<file path="config.mk">
export PLATFORM = sky130hd
export DESIGN_NAME = key_press_classifier
export DESIGN_NICKNAME = d
export VERILOG_FILES = /design/src/rtl/key_press_classifier.sv
export SDC_FILE = /design/constraint.sdc
export NUM_CORES = 1
export LEC_CHECK = 0
export ABC_AREA = 1
export CAP_MARGIN = 25
export CORE_MARGIN = 4
export CORE_UTILIZATION = 35
export DETAILED_ROUTE_END_ITERATION = 12
export PLACE_DENSITY_LB_ADDON = 0.2
export RECOVER_POWER = 25
export SKIP_LAST_GASP = 1
export SLEW_MARGIN = 15
export SYNTH_ARGS = -nofsm -noshare
export SYNTH_HDL_FRONTEND = slang
export SYNTH_SLANG_ARGS = --single-unit
</file>
<file path="constraint.sdc">
create_clock -name clk -period 2.4 [get_ports clk]
set_input_delay 0.48 -clock clk [delete_from_list [all_inputs] [get_ports clk]]
set_output_delay 0.48 -clock clk [all_outputs]
set_load 0.05 [all_outputs]
</file>
<file path="src/rtl/key_press_classifier.sv">
// ---------------------------------------------------------------------------
// key_press_classifier
//
// Purpose:
//   Turns the debounced key level into one-cycle gesture events for the
//   menu/control logic: press/release edges, short press, long press,
//   auto-repeat while held after a long press, and double click.
//
// Ports:
//   clk           in   system clock
//   reset         in   asynchronous, active-high reset
//   key_in        in   debounced key level, 1 = pressed (synchronous to clk)
//   pressed       out  registered copy of key_in
//   key_down      out  one-cycle pulse after the press edge
//   key_up        out  one-cycle pulse after the release edge
//   short_press   out  one-cycle pulse, single short press confirmed
//   long_press    out  one-cycle pulse, hold reached LONG_CYCLES
//   repeat_tick   out  one-cycle pulse every REPEAT_CYCLES during a long hold
//   double_click  out  one-cycle pulse on a second press within the gap
//
// All outputs are registered. LONG_CYCLES, GAP_CYCLES and REPEAT_CYCLES must
// be >= 2 and < 2**CNT_W.
// ---------------------------------------------------------------------------
module key_press_classifier #(
    parameter int LONG_CYCLES   = 25000000,
    parameter int GAP_CYCLES    = 15000000,
    parameter int REPEAT_CYCLES = 5000000,
    parameter int CNT_W         = 25
) (
    input  logic clk,
    input  logic reset,
    input  logic key_in,
    output logic pressed,
    output logic key_down,
    output logic key_up,
    output logic short_press,
    output logic long_press,
    output logic repeat_tick,
    output logic double_click
);

    typedef enum logic [2:0] {
        ST_IDLE      = 3'd0,
        ST_PRESS1    = 3'd1,
        ST_WAIT2     = 3'd2,
        ST_PRESS2    = 3'd3,
        ST_LONG_HOLD = 3'd4
    } state_t;

    // The counter holds (edges since state entry - 1), so the terminal edge
    // of each window is the one that sees the counter at limit-1.
    localparam logic [CNT_W-1:0] LONG_LAST = CNT_W'(LONG_CYCLES - 1);
    localparam logic [CNT_W-1:0] GAP_LAST  = CNT_W'(GAP_CYCLES - 1);
    localparam logic [CNT_W-1:0] REP_LAST  = CNT_W'(REPEAT_CYCLES - 1);
    localparam logic [CNT_W-1:0] CNT_ZERO  = {CNT_W{1'b0}};
    localparam logic [CNT_W-1:0] CNT_ONE   = CNT_W'(1);

    state_t           state_q, state_d;
    logic [CNT_W-1:0] cnt_q, cnt_d;
    logic             key_prev_q;
    logic             key_down_q, key_up_q;
    logic             short_q, short_d;
    logic             long_q, long_d;
    logic             repeat_q, repeat_d;
    logic             double_q, double_d;
    logic             rise_s, fall_s;

    // Edge detection against the previous sample; key_prev_q is 0 after
    // reset, so a key held through reset release is seen as a fresh press.
    assign rise_s = key_in & ~key_prev_q;
    assign fall_s = ~key_in & key_prev_q;

    // Next-state, counter and gesture-pulse decode.
    always_comb begin
        state_d  = state_q;
        cnt_d    = cnt_q;
        short_d  = 1'b0;
        long_d   = 1'b0;
        repeat_d = 1'b0;
        double_d = 1'b0;
        case (state_q)
            ST_IDLE: begin
                if (rise_s) begin
                    state_d = ST_PRESS1;
                    cnt_d   = CNT_ZERO;
                end else begin
                    state_d = ST_IDLE;
                end
            end
            ST_PRESS1: begin
                if (!key_in) begin
                    state_d = ST_WAIT2;
                    cnt_d   = CNT_ZERO;
                end else if (cnt_q == LONG_LAST) begin
                    long_d  = 1'b1;
                    state_d = ST_LONG_HOLD;
                    cnt_d   = CNT_ZERO;
                end else begin
                    cnt_d = cnt_q + CNT_ONE;
                end
            end
            ST_WAIT2: begin
                // A press on the last window edge wins over the timeout.
                if (key_in) begin
                    double_d = 1'b1;
                    state_d  = ST_PRESS2;
                    cnt_d    = CNT_ZERO;
                end else if (cnt_q == GAP_LAST) begin
                    short_d = 1'b1;
                    state_d = ST_IDLE;
                    cnt_d   = CNT_ZERO;
                end else begin
                    cnt_d = cnt_q + CNT_ONE;
                end
            end
            ST_PRESS2: begin
                if (!key_in) begin
                    state_d = ST_IDLE;
                    cnt_d   = CNT_ZERO;
                end else begin
                    state_d = ST_PRESS2;
                end
            end
            ST_LONG_HOLD: begin
                if (!key_in) begin
                    state_d = ST_IDLE;
                    cnt_d   = CNT_ZERO;
                end else if (cnt_q == REP_LAST) begin
                    repeat_d = 1'b1;
                    cnt_d    = CNT_ZERO;
                end else begin
                    cnt_d = cnt_q + CNT_ONE;
                end
            end
            default: begin
                state_d = ST_IDLE;
                cnt_d   = CNT_ZERO;
            end
        endcase
    end

    // State, counter, key history and registered output pulses.
    always_ff @(posedge clk or posedge reset) begin
        if (reset) begin
            state_q    <= ST_IDLE;
            cnt_q      <= CNT_ZERO;
            key_prev_q <= 1'b0;
            key_down_q <= 1'b0;
            key_up_q   <= 1'b0;
            short_q    <= 1'b0;
            long_q     <= 1'b0;
            repeat_q   <= 1'b0;
            double_q   <= 1'b0;
        end else begin
            state_q    <= state_d;
            cnt_q      <= cnt_d;
            key_prev_q <= key_in;
            key_down_q <= rise_s;
            key_up_q   <= fall_s;
            short_q    <= short_d;
            long_q     <= long_d;
            repeat_q   <= repeat_d;
            double_q   <= double_d;
        end
    end

    assign pressed      = key_prev_q;
    assign key_down     = key_down_q;
    assign key_up       = key_up_q;
    assign short_press  = short_q;
    assign long_press   = long_q;
    assign repeat_tick  = repeat_q;
    assign double_click = double_q;

endmodule

</file>
======== Yosys cells after proc, flatten, opt, wreduce, memory -nomap -nowiden ========
Index checks and enable logic that the tools add are counted.
cells by class
  reductions and logical operators ........ 3
  muxes and demuxes ....................... 28
  add/subtract/negate cells ............... 1
  eq/ne operators ......................... 12
  bitwise gates (word level) .............. 4
operators by type and width
  kind                                                                      number
  25-bit 2-to-1 mux                                                         8
  25-bit case mux with 5 select lines                                       1
  25-bit by 1-bit adder with 25-bit output (second input constant)          1
  25-bit by 23-bit equality test with 1-bit output (second input constant)  1
  25-bit by 24-bit equality test with 1-bit output (second input constant)  1
  25-bit equality test (second input constant)                              1
  3-bit 2-to-1 mux                                                          5
  3-bit case mux with 5 select lines                                        1
  1-bit 2-to-1 mux                                                          12
  3-bit by 2-bit equality test with 1-bit output (second input constant)    2
  2-bit inequality test (second input constant)                             3
  3-bit inequality test (second input constant)                             2
  3-bit by 1-bit equality test with 1-bit output (second input constant)    1
  3-bit equality test (second input constant)                               1
  3-bit zero test                                                           1
  3-bit AND reduction                                                       1
  1-bit AND                                                                 2
  2-bit 2-to-1 mux                                                          1
  1-bit NOT                                                                 2
  2-bit AND reduction                                                       1
word-level totals
  input bits .............................. 3
  output and inout port bits .............. 7
  flip-flop bits (word level) ............. 35
  logic and storage cells ................. 57

======== Longest topological paths before layout ========
  depth after elaboration ................. 4
  mapped depth ............................ 11
  mapped depth without buffers ............ 10

======== Least setup slack after synthesis ========
OpenSTA, ideal clock, no wires.
  kind .................................... register -> register
  from .................................... reg key_prev_q, in the netlist pressed
  to ...................................... reg cnt_q[8]
  data required time ...................... 2.280 ns
  arrival time ............................ 1.483 ns
  buffers on the path ..................... 1
  clock period less this slack ............ 1.603 ns
  setup time .............................. 0.120 ns
  stages on the path, launching flop included .. 9
  slack ................................... 0.797 ns
  path through ............................ dfrtp_1 inv_1 nand2_1 nand3_1 o21ai_4 buf_6 nor3_1 xor2_1 nor2_1
between the ends
  cells in the longest elaborated chain, start to end .. 4
ends and longest elaborated chain
  element                                 RTL line  text
  start, declared                         60        logic key_prev_q;
  start signal, assigned                  157       key_prev_q <= key_in;
  1-bit NOT                               70        assign rise_s = key_in & ~key_prev_q;
  1-bit AND                               70
  2-bit inequality test (no source line)  n/a
  2-bit AND reduction (no source line)    n/a
  end signal, assigned                    156       cnt_q <= cnt_d;
  end, declared                           59        logic [CNT_W-1:0] cnt_q, cnt_d;
Every way passes these cells.
A chain may end at the register's enable or synchronous reset.

======== Worst setup path in the final report ========
  from .................................... in key_in
  to ...................................... reg cnt_q[9]
between the ends
  cells in the longest elaborated chain, start to end .. 3
  elaborated cells between the ends (all ways) .. 8
  classes of those cells .................. eq/ne (2); mux (4); bitwise (1); reduce/logical (1)
ends and longest elaborated chain
  element                                 RTL line  text
  start, declared                         32        input logic key_in,
  1-bit AND                               70
  2-bit inequality test (no source line)  n/a
  2-bit AND reduction (no source line)    n/a
Parallel ways exist; a longest one is shown, timed or not.

==> reports/qor.yml <==
status: "finished, final reports clean"
yosys.cell_types.count: 29
placed_cells: 358
htreeDepth: 2
instances_no_fill: 366
initial_core_util_pct: 36.6
cts_resized: 0
synth_warnings: 0
yosysSeqAreaShare_pct: 42.7
antenna_found_initial: 0
synth_async_sr_flop_share_pct: 100
cp_data_required_time_ns: 2.56
slowest_stage: "dlygate4sd3_1"
hpwlAfterDp_mm: 3.65
cp_top_family: "buffers and inverters"
syn_nets: 280
r2r-start: "cnt_q[0]$_DFFE_PP0P_"
r2r_setup_slack_ns: 0.50
placedInstanceArea_um2: 2230
cts.sinks: 35
syn_inst: 276
diodes: 0
slew_viol_final: 0
drt-wirelength-per-cell_um: 13.5
cts_made_buffers: 5
placementRows: 27
synth-seq-cells: 35
insertion_delay_ns: 0.29
core_area_um2: 5610
rsz0062_at_grt: "no"
fillCellCount: 599
cts_tree: "done"
ctsLongestPathBuffers: 2
cts_setup_buffers: 0
r2r-end: "cnt_q[8]$_DFFE_PP0P_"
top_layer: "met4"
cp.arrival_ns: 2.27
cts_root_buffer: "clkbuf_8"
hold_start: "state_q[0]$_DFFE_PP0P_"
port_buffers: 9
fin_setup_tns_ns: 0
p_per_area_nw_per_um2: 777
netlist_area_um2: 2050
ioPinCount: 10
max_slew_margin_pct: 42.9
r2r_cells: 8
syn_avg_cell_area_um2: 7.43
wl_met1_mm: 2.50
syn2layout_area_growth_pct: 14.9
gr-total-overflow: 0
final_antenna_net_count: 0
cap_violations: 0
min_path_type: "reg -> reg"
grt_start_max_net_pins: 36
drtIter0Drc: 161
grt_pass1_wl_mm: 8.48
drive_gt1_share_pct: 7.82
crit_chain: "dlygate4sd3_1 -> nand3_2 -> o21ai_4 -> inv_2 -> nand3_1 -> xor2_1 -> nor2_1"
die_w_um: 84.6
final_util_pct: 42.1
fin_crit_sh_pct: 87.9
drc: 0
routed_wl_mm: 4.93
endpoint_kind: "flop"
grt_use_total_pct: 14.7
clk_pin_slew_ns: 0.08
dr.pass1.iters: 4
path_max_fanout: 11
die_area_um2: 7150
cts_hold_buf: 0
dr_wl_met2_mm: 2.16
report.power.total_mw: 1.83
synth_ff_type: "dfrtp_1"
final_net_count: 297
die_h_um: 84.6
cp_slowest_stage_delay_ns: 0.58
hold_viol: 0
cp_num_buf_inv: 2
tightest_slew_ns: 0.856
hold_end: "double_click$_DFF_PP0_"
start_kind: "input port"
postLayoutCellArea_um2: 2360
finalSetupViolCount: 0
first_global_vias: 1740
min_period_ns: 2.11
skew_ns: 0.0100
critPathKind: "in -> reg"
power.leakage_nw: 0.999
routabilityCongestion: 0.878
vdd_drop_max_v: 0.000279
synth_edf_count: 0
hold_path_depth: 1
met3_length_um: 232
fmax_mhz: 474
vias_per_cell: 4.86
via_count: 1778
per-layer routing:
layer / up-vias / global-route usage [%]
li1: 914 / -
met1: 821 / 21.4
met2: 39 / 21.6
met3: 4 / 3.53
met4: 0 / 4.03
met5: - / 0
kinds of logic after synthesis:
logic type,synth area share (%)
AO/OA/AOI/OAI,3.41
adder cells (fa/ha/maj),0.610
flip-flops,42.7
buffers and inverters,6.95
AND/OR/NAND/NOR,40.8
XOR/XNOR,5.55
how the worst max path moves through the flow:
stage,start,end,depth (start not counted)
2_1_floorplan,pressed$_DFF_PP0_,cnt_q[8]$_DFFE_PP0P_,8
3_3_place_gp,key_in,cnt_q[9]$_DFFE_PP0P_,7
3_5_place_dp,key_in,cnt_q[9]$_DFFE_PP0P_,7
4_1_cts,key_in,cnt_q[9]$_DFFE_PP0P_,7
5_1_grt,key_in,cnt_q[11]$_DFFE_PP0P_,10
6_report,key_in,cnt_q[9]$_DFFE_PP0P_,7
flip-flops by register name, summed over array words and instances (netlist names):
register	cells
short_press	1
pressed	1
long_press	1
cnt_q	25
repeat_tick	1
key_up	1
state_q	3
double_click	1
key_down	1
worst register-to-register path, delay by kind of cell, from the launching register on:
family                   cells  cell delay, ns
AND/OR/NAND/NOR              7            1.20
flip-flops                   1            0.39
adder cells (fa/ha/maj)      1            0.18
where the power goes:
part           internal (mW)  switching (mW)
Combinational          0.141           0.378
Clock                  0.414           0.220
Sequential             0.637          0.0407
Total                   1.19           0.639
cells in the final DEF, fill, tap and decap left out, drive strengths merged, types with 2 or more instances in the layout:
cell and n:
buf 2, nand3b 2, nand4 12, xnor2 4, o21ai 4, nand2 62, nor3 10, clkdlybuf4s50 7
bufinv 2, clkbuf 7, nor4 2, nor2 77, nand3 19, inv 29, dfrtp 35, dlygate4sd3 2
xor2 9, o21bai 2
synthesized netlist by cell type (2+ instances only):
cell type	number	area, um^2
nand3_1	17	85.1
xnor2_1	4	35.0
xor2_1	9	78.8
o21ai_1	2	10.0
o21bai_1	2	15.0
nor2_1	73	274
nor4_1	2	12.5
nand3b_1	2	15.0
nand4_1	12	75.1
nand2_2	3	18.8
nand2_1	59	221
inv_1	28	105
buf_6	3	33.8
nor2_2	2	12.5
nor3_1	10	50.1
dfrtp_1	35	876
metrics by stage:
| step | hold WS, ns | setup WS [ns] |
|---|---|---|
| 2_1_floorplan | 0.448 | 0.797 |
| 3_3_place_gp | 0.481 | 0.104 |
| 5_1_grt | 0.527 | 0.124 |
| 6_report | 0.493 | 0.291 |
| 4_1_cts | 0.490 | 0.360 |
| 3_5_place_dp | 0.479 | 0.0723 |
layout make-up:
| cell class | count | area, um^2 | share of cell area [%] |
|---|---|---|---|
| clock inverter | 3 | 67.6 | 2.86 |
| timing repair buffer | 13 | 114 | 4.83 |
| tap | 72 | 90.1 | 3.82 |
| inverter | 29 | 109 | 4.62 |
| multi-input combinational | 209 | 1030 | 43.8 |
| clock buffer | 5 | 68.8 | 2.92 |
| sequential | 35 | 876 | 37.1 |
(Power assumes the default switching activity.)
